<file path="src/rtl/phys_reg_release_queue.sv">
// phys_reg_release_queue
//
// Producer side of the physical-register free list. Every renamed
// instruction is recorded in program order as {uses_rd, prev_phys, new_phys}
// in a circular buffer (head = oldest entry, tail = next free slot).
//   * In-order retire pops the head and returns prev_phys to the free list.
//   * Flush walks the unretired entries youngest-first, one per cycle, and
//     returns each speculatively allocated new_phys so that no register leaks.
//
// Ports
//   clk                     clock, all state updates on the rising edge
//   rst                     asynchronous, active-low reset
//   rename_valid            allocate an entry at the tail this cycle
//   rename_uses_rd          instruction popped a free-list register
//   rename_prev_phys        prior physical mapping of rd
//   rename_new_phys         register just popped from the free list
//   rename_ready            entry available and not draining (combinational)
//   retire_valid            head entry retires
//   flush                   discard all unretired entries
//   release_push            push one register index to the free list
//   release_potential_push  free-list storage write-enable (same as push)
//   release_data            register index being returned
//   release_full            free list full (checked by assertion only)
//   drain_busy              flush walk in progress
//   occupancy               entries currently held
module phys_reg_release_queue #(
  parameter int NUM_ENTRIES = 8,
  parameter int PHYS_ADDR_W = 6
) (
  input  logic                          clk,
  input  logic                          rst,
  input  logic                          rename_valid,
  input  logic                          rename_uses_rd,
  input  logic [PHYS_ADDR_W-1:0]        rename_prev_phys,
  input  logic [PHYS_ADDR_W-1:0]        rename_new_phys,
  output logic                          rename_ready,
  input  logic                          retire_valid,
  input  logic                          flush,
  output logic                          release_push,
  output logic                          release_potential_push,
  output logic [PHYS_ADDR_W-1:0]        release_data,
  input  logic                          release_full,
  output logic                          drain_busy,
  output logic [$clog2(NUM_ENTRIES):0]  occupancy
);

  localparam int PTR_W = $clog2(NUM_ENTRIES);
  localparam int CNT_W = PTR_W + 1;
  localparam logic [CNT_W-1:0] FULL_CNT = CNT_W'(NUM_ENTRIES);

  localparam logic [0:0] IDLE  = 1'b0;
  localparam logic [0:0] DRAIN = 1'b1;

  // Entry storage; contents are only meaningful between head and tail, so
  // it carries no reset.
  logic                   mem_uses [NUM_ENTRIES];
  logic [PHYS_ADDR_W-1:0] mem_prev [NUM_ENTRIES];
  logic [PHYS_ADDR_W-1:0] mem_new  [NUM_ENTRIES];

  logic [0:0]       state_q, state_d;
  logic [PTR_W-1:0] head_q, head_d;
  logic [PTR_W-1:0] tail_q, tail_d;
  logic [CNT_W-1:0] occ_q, occ_d;

  // Low for the first rising edge after reset is released, so that edge
  // still behaves as a reset edge and no state moves.
  logic             rst_done;

  logic             retire_fire;
  logic             rename_fire;
  logic [PTR_W-1:0] walk_ptr;
  logic [CNT_W-1:0] occ_after_retire;

  logic                   rel_vld_p0;
  logic [PHYS_ADDR_W-1:0] rel_data_p0;
  logic                   rel_vld_p1;
  logic [PHYS_ADDR_W-1:0] rel_data_p1;

  assign rename_ready = (state_q == IDLE) && (occ_q != FULL_CNT);

  assign retire_fire = rst_done && (state_q == IDLE) && retire_valid &&
                       (occ_q != '0);
  // A rename that arrives with a flush is dropped; the renamer rolls its
  // free-list pop back on its own side.
  assign rename_fire = rst_done && (state_q == IDLE) && rename_valid &&
                       rename_ready && !flush;

  // The youngest live entry is always just below the tail; the walk
  // shrinks the tail itself, so no separate walk register is needed.
  assign walk_ptr = tail_q - PTR_W'(1);

  assign occ_after_retire = occ_q - CNT_W'(retire_fire);

  // ---- stage p0: decide the next state and the release to issue ----
  always_comb begin
    state_d     = state_q;
    head_d      = head_q;
    tail_d      = tail_q;
    occ_d       = occ_q;
    rel_vld_p0  = 1'b0;
    rel_data_p0 = '0;
    if (state_q == IDLE) begin
      if (retire_fire) begin
        head_d = head_q + PTR_W'(1);
        if (mem_uses[head_q]) begin
          rel_vld_p0  = 1'b1;
          rel_data_p0 = mem_prev[head_q];
        end
      end
      if (rename_fire) begin
        tail_d = tail_q + PTR_W'(1);
      end
      occ_d = occ_q + CNT_W'(rename_fire) - CNT_W'(retire_fire);
      // The retire in the flush cycle has already been taken above; only
      // what is left behind it needs walking.
      if (rst_done && flush && (occ_after_retire != '0)) begin
        state_d = DRAIN;
      end
    end else begin
      if (mem_uses[walk_ptr]) begin
        rel_vld_p0  = 1'b1;
        rel_data_p0 = mem_new[walk_ptr];
      end
      tail_d = walk_ptr;
      occ_d  = occ_q - CNT_W'(1);
      if (occ_q == CNT_W'(1)) begin
        state_d = IDLE;
      end
    end
  end

  always_ff @(posedge clk) begin
    if (rename_fire) begin
      mem_uses[tail_q] <= rename_uses_rd;
      mem_prev[tail_q] <= rename_prev_phys;
      mem_new[tail_q]  <= rename_new_phys;
    end
  end

  // ---- stage p1: registered control state and release outputs ----
  always_ff @(posedge clk or negedge rst) begin
    if (!rst) begin
      rst_done    <= 1'b0;
      state_q     <= IDLE;
      head_q      <= '0;
      tail_q      <= '0;
      occ_q       <= '0;
      rel_vld_p1  <= 1'b0;
      rel_data_p1 <= '0;
    end else begin
      rst_done <= 1'b1;
      if (rst_done) begin
        state_q     <= state_d;
        head_q      <= head_d;
        tail_q      <= tail_d;
        occ_q       <= occ_d;
        rel_vld_p1  <= rel_vld_p0;
        rel_data_p1 <= rel_data_p0;
      end
    end
  end

  assign release_push           = rel_vld_p1;
  assign release_potential_push = rel_vld_p1;
  assign release_data           = rel_data_p1;
  assign drain_busy             = (state_q == DRAIN);
  assign occupancy              = occ_q;

  a_rename_when_ready: assert property (@(posedge clk) disable iff (!rst)
    !(rename_valid && !rename_ready));
  a_retire_nonempty: assert property (@(posedge clk) disable iff (!rst)
    !((state_q == IDLE) && retire_valid && (occ_q == '0)));
  a_no_retire_in_drain: assert property (@(posedge clk) disable iff (!rst)
    !((state_q == DRAIN) && retire_valid));
  a_no_push_when_full: assert property (@(posedge clk) disable iff (!rst)
    !(release_push && release_full));

endmodule

</file>
<file path="config.mk">
export PLATFORM = sky130hd
export DESIGN_NAME = phys_reg_release_queue
export DESIGN_NICKNAME = d
export VERILOG_FILES = /design/src/rtl/phys_reg_release_queue.sv
export SDC_FILE = /design/constraint.sdc
export NUM_CORES = 1
export LEC_CHECK = 0
export BUFFER_PORTS_ARGS = -buffer_cell sky130_fd_sc_hd__buf_2
export CAP_MARGIN = 20
export CELL_PAD_IN_SITES_DETAIL_PLACEMENT = 1
export CELL_PAD_IN_SITES_GLOBAL_PLACEMENT = 1
export CORE_UTILIZATION = 52
export DETAILED_ROUTE_END_ITERATION = 8
export PLACE_DENSITY_LB_ADDON = 0.1
export SLEW_MARGIN = 40
export SYNTH_ARGS = -nofsm -noshare
export SYNTH_HDL_FRONTEND = slang
export SYNTH_SLANG_ARGS = --single-unit
</file>
<file path="constraint.sdc">
create_clock -name clk -period 3 [get_ports clk]
set_input_delay 0 -clock clk [delete_from_list [all_inputs] [get_ports clk]]
set_output_delay 0 -clock clk [all_outputs]
set_load 0.05 [all_outputs]
</file>
==> impl_metrics.env <==
export IMPL_cp_num_buf_inv=3
export IMPL_layout_cells_non_filler=516
export IMPL_finalPower_mw=6.423
export IMPL_path_class="flop to flop"
export IMPL_antenna_found_initial=0
export IMPL_cts_tree="done"
export IMPL_crit_chain="inv_1 -> ha_1 -> nand2_1 -> and3_1 -> ha_1 -> inv_1 -> ha_1 -> inv_1 -> fa_1 -> xor2_1 -> o22ai_1 -> a21oi_1"
export IMPL_power_per_cell_area_nw_per_um2=994.7
export IMPL_period_needed_ns=2.580
export IMPL_die_height_um=102.5
export IMPL_floorplan_die_area_um2=10500
export IMPL_postCtsHoldBufs=17
export IMPL_num_rows=36
export IMPL_crit_slowest_cell="dfrtp_1"
export IMPL_cap_viol_max_count=0
export IMPL_synth_nets=327
export IMPL_ant_nets=0
export IMPL_dp_cells=468
export IMPL_dp_hpwl_um=7313
export IMPL_clock_sinks=123
export IMPL_slew_violations=0
export IMPL_grt_overflow=0
export IMPL_syn_inst=294
export IMPL_worst_r2r_setup_slack_ns=0.42
export IMPL_via_per_inst=5.564
export IMPL_cts_resized=0
export IMPL_vias=2871
export IMPL_min_path_type="primary input to async pin"
export IMPL_htreeDepth=4
export IMPL_ys_flop_type="edfxtp_1"
export IMPL_arrival_ns=2.99
export IMPL_syn_area_um2=5249
export IMPL_fill_cells=878
export IMPL_tightest_slew_ns=0.7186
export IMPL_crit_family="adder cells"
export IMPL_ios=33
export IMPL_diodes=0
export IMPL_drc=0
export IMPL_synth_avg_cell_area_um2=17.85
export IMPL_crit_path_max_fanout=6
export IMPL_fp_coreArea_um2=9774
export IMPL_timing_rr_start="occupancy[1]"
export IMPL_initial_core_util=0.5370
export IMPL_postCtsSetupBuffers=0
export IMPL_grt_pass1_vias=3072
export IMPL_grt_pass1_wl_um=17620
export IMPL_rr_endpoint="occupancy[2]"
export IMPL_synth_simple_area_share=0.04553
export IMPL_muxShareOfSynthArea=0.1592
export IMPL_io_buffers=31
export IMPL_setup_tns_final_ns=0
export IMPL_ys_async_sr_fraction=0.1545
export IMPL_clock_latency_ns=0.52
export IMPL_ys_warn_count=0
export IMPL_drive_above_1_share=0.2977
export IMPL_synth_compound_area_frac=0.03147
export IMPL_dr_pass1_iters=4
export IMPL_synth_seq_cells=123
export IMPL_routabilityCongestion=0.7617
export IMPL_synth_adder_area_share=0.03480
export IMPL_finClkSkew_ns=0.006089
export IMPL_place_area_um2=5674
export IMPL_clkSlewWorstSetupHoldPaths_ns=0.06
export IMPL_area_growth_pct=23.03
export IMPL_clock_path_buffers=2
export IMPL_fmax_mhz=387.6
export IMPL_design_area_um2=6457
export IMPL_routedWlPerCell_um=22.23
export IMPL_synth_xor_area_share=0.01478
export IMPL_synth_edf_count=104
export IMPL_dieWidth_um=102.5
export IMPL_grt_max_degree=21
export IMPL_synth_top_family_by_area="multiplexers"
export IMPL_startpoint_type="flop"
export IMPL_wl_um=11470
export IMPL_crit_path_max_incr_delay_ns=0.44
export IMPL_end_kind="flop"
export IMPL_slew_headroom=0.5210
export IMPL_vdd_drop_max_uv=711.4
export IMPL_setup_violations_final=0
export IMPL_outcome="complete, no violations"
export IMPL_leakage_nw=2.422
export IMPL_cts_buffers=17
export IMPL_crit_required_ns=3.41
export IMPL_hold_ws_ns=0.05273
export IMPL_synth_distinct_cells=40
export IMPL_rsz0062_at_grt="false"
export IMPL_fin_crit_sh=0.8600
export IMPL_hold_viol_final=0
export IMPL_final_nets=404
export IMPL_root_buffer="clkbuf_8"
export IMPL_drt_initial_drc_count=190
export IMPL_ys_seq_area_frac=0.6856
export IMPL_rr_worst_depth=12
export IMPL_track_usage=0.2485
-- flip-flops by register name (all words and copies together) (netlist names) --
register	cells
rst_done	1
mem_uses	8
tail_q	3
drain_busy	1
release_data	6
occupancy	4
mem_new	48
release_potential_push	1
mem_prev	48
head_q	3
-- metal layers --
layer / vias up / routed length, µm / GRT usage
met2: 74 / 5602 / 0.3882
li1: 1303 / - / -
met4: 0 / 245 / 0.1121
met5: - / 0 / 0
met1: 1474 / 5095 / 0.3349
met3: 20 / 528 / 0.05677
-- where the power goes --
group	leakage (nW)	internal, mW	switching, mW
logic	0.959	0.918	1.22
clock network	0.297	1.42	0.717
registers	1.17	1.99	0.158
total	2.42	4.33	2.10
-- worst min-delay path, cell delays in order --
cell	delay (ns)
dlygate4sd3_1	0.52
buf_2	0.09
buf_2	0.41
-- cell usage after synthesis (6+ instances only) --
cell type  count  area (µm²)
mux2_2         7       78.83
nor2_1        13       48.80
inv_1         16       60.06
dfrtp_1       19       475.5
mux4_1         9       236.5
mux2i_1       10       100.1
o221ai_1       6       52.55
a21oi_1        7       35.03
ha_1          13       162.7
nand2_1       11       41.29
edfxtp_1     104        3123
mux4_2        18       405.4
nand3_1        9       45.04
-- logic make-up after synthesis --
| kind of cell | count (synthesis) |
|---|---|
| adders and majority gates | 14 |
| other | 1 |
| xor gates and xnor gates | 8 |
| muxes | 45 |
| DFF | 123 |
| and+or+nand+nor | 49 |
| buffers and inverters | 30 |
| AOI/OAI and AO/OA | 24 |
-- worst max path at each step --
| stage | startpoint | to | slack [ns] | cells past startpoint |
|---|---|---|---|---|
| finish | occupancy[1] | occupancy[2] | 0.42 | 12 |
| global route | occupancy[1] | occupancy[2] | 0.20 | 12 |
| CTS | occupancy[1] | occupancy[2] | 0.42 | 12 |
| detailed placement | occupancy[1] | occupancy[2] | 0.42 | 12 |
| global placement | occupancy[1] | occupancy[2] | 0.50 | 12 |
| floorplan | occupancy[1] | mem_new[1][0] | 0.22 | 5 |
-- per-stage QoR --
step,setup slack (ns),util
after floorplan,0.2249,-
final,0.4200,0.6607
after detailed placement,0.4243,0.5805
after global routing,0.1978,0.6607
after global placement,0.5043,0.5805
after CTS,0.4178,0.6612
-- layout make-up --
type                            instances  area, µm²  share of cell area
Clock buffer                           18      417.9             0.06472
Tap cell                              133      166.4             0.02577
Clock inverter                         13      200.2             0.03100
Inverter                               16      60.06            0.009301
Timing Repair Buffer                   72      500.5             0.07750
Sequential cell                       123       3598              0.5573
Multi-Input combinational cell        141       1514              0.2345
-- placed cells by master, fill, tap and decap left out, types with 2 or more instances in the layout --
master and n:
edfxtp_1 104, buf_2 32, buf_4 24, dfrtp_1 19, mux4_2 18, inv_1 16, clkbuf_16 16, dlygate4sd3_1 16
nor2_1 13, ha_1 13, nand2_1 11, mux2i_1 10, nand3_1 9, mux4_1 9, a21oi_1 7, mux2_2 7
o221ai_1 6, xor2_1 5, bufinv_16 5, nor2b_1 4, o21ai_0 4, nand4_1 3, clkinv_1 3, clkinv_4 3
and3_1 2, nand2b_1 2, nor3_2 2, a31oi_1 2, xnor2_1 2
No activity file was read; power rests on OpenSTA's default activity.
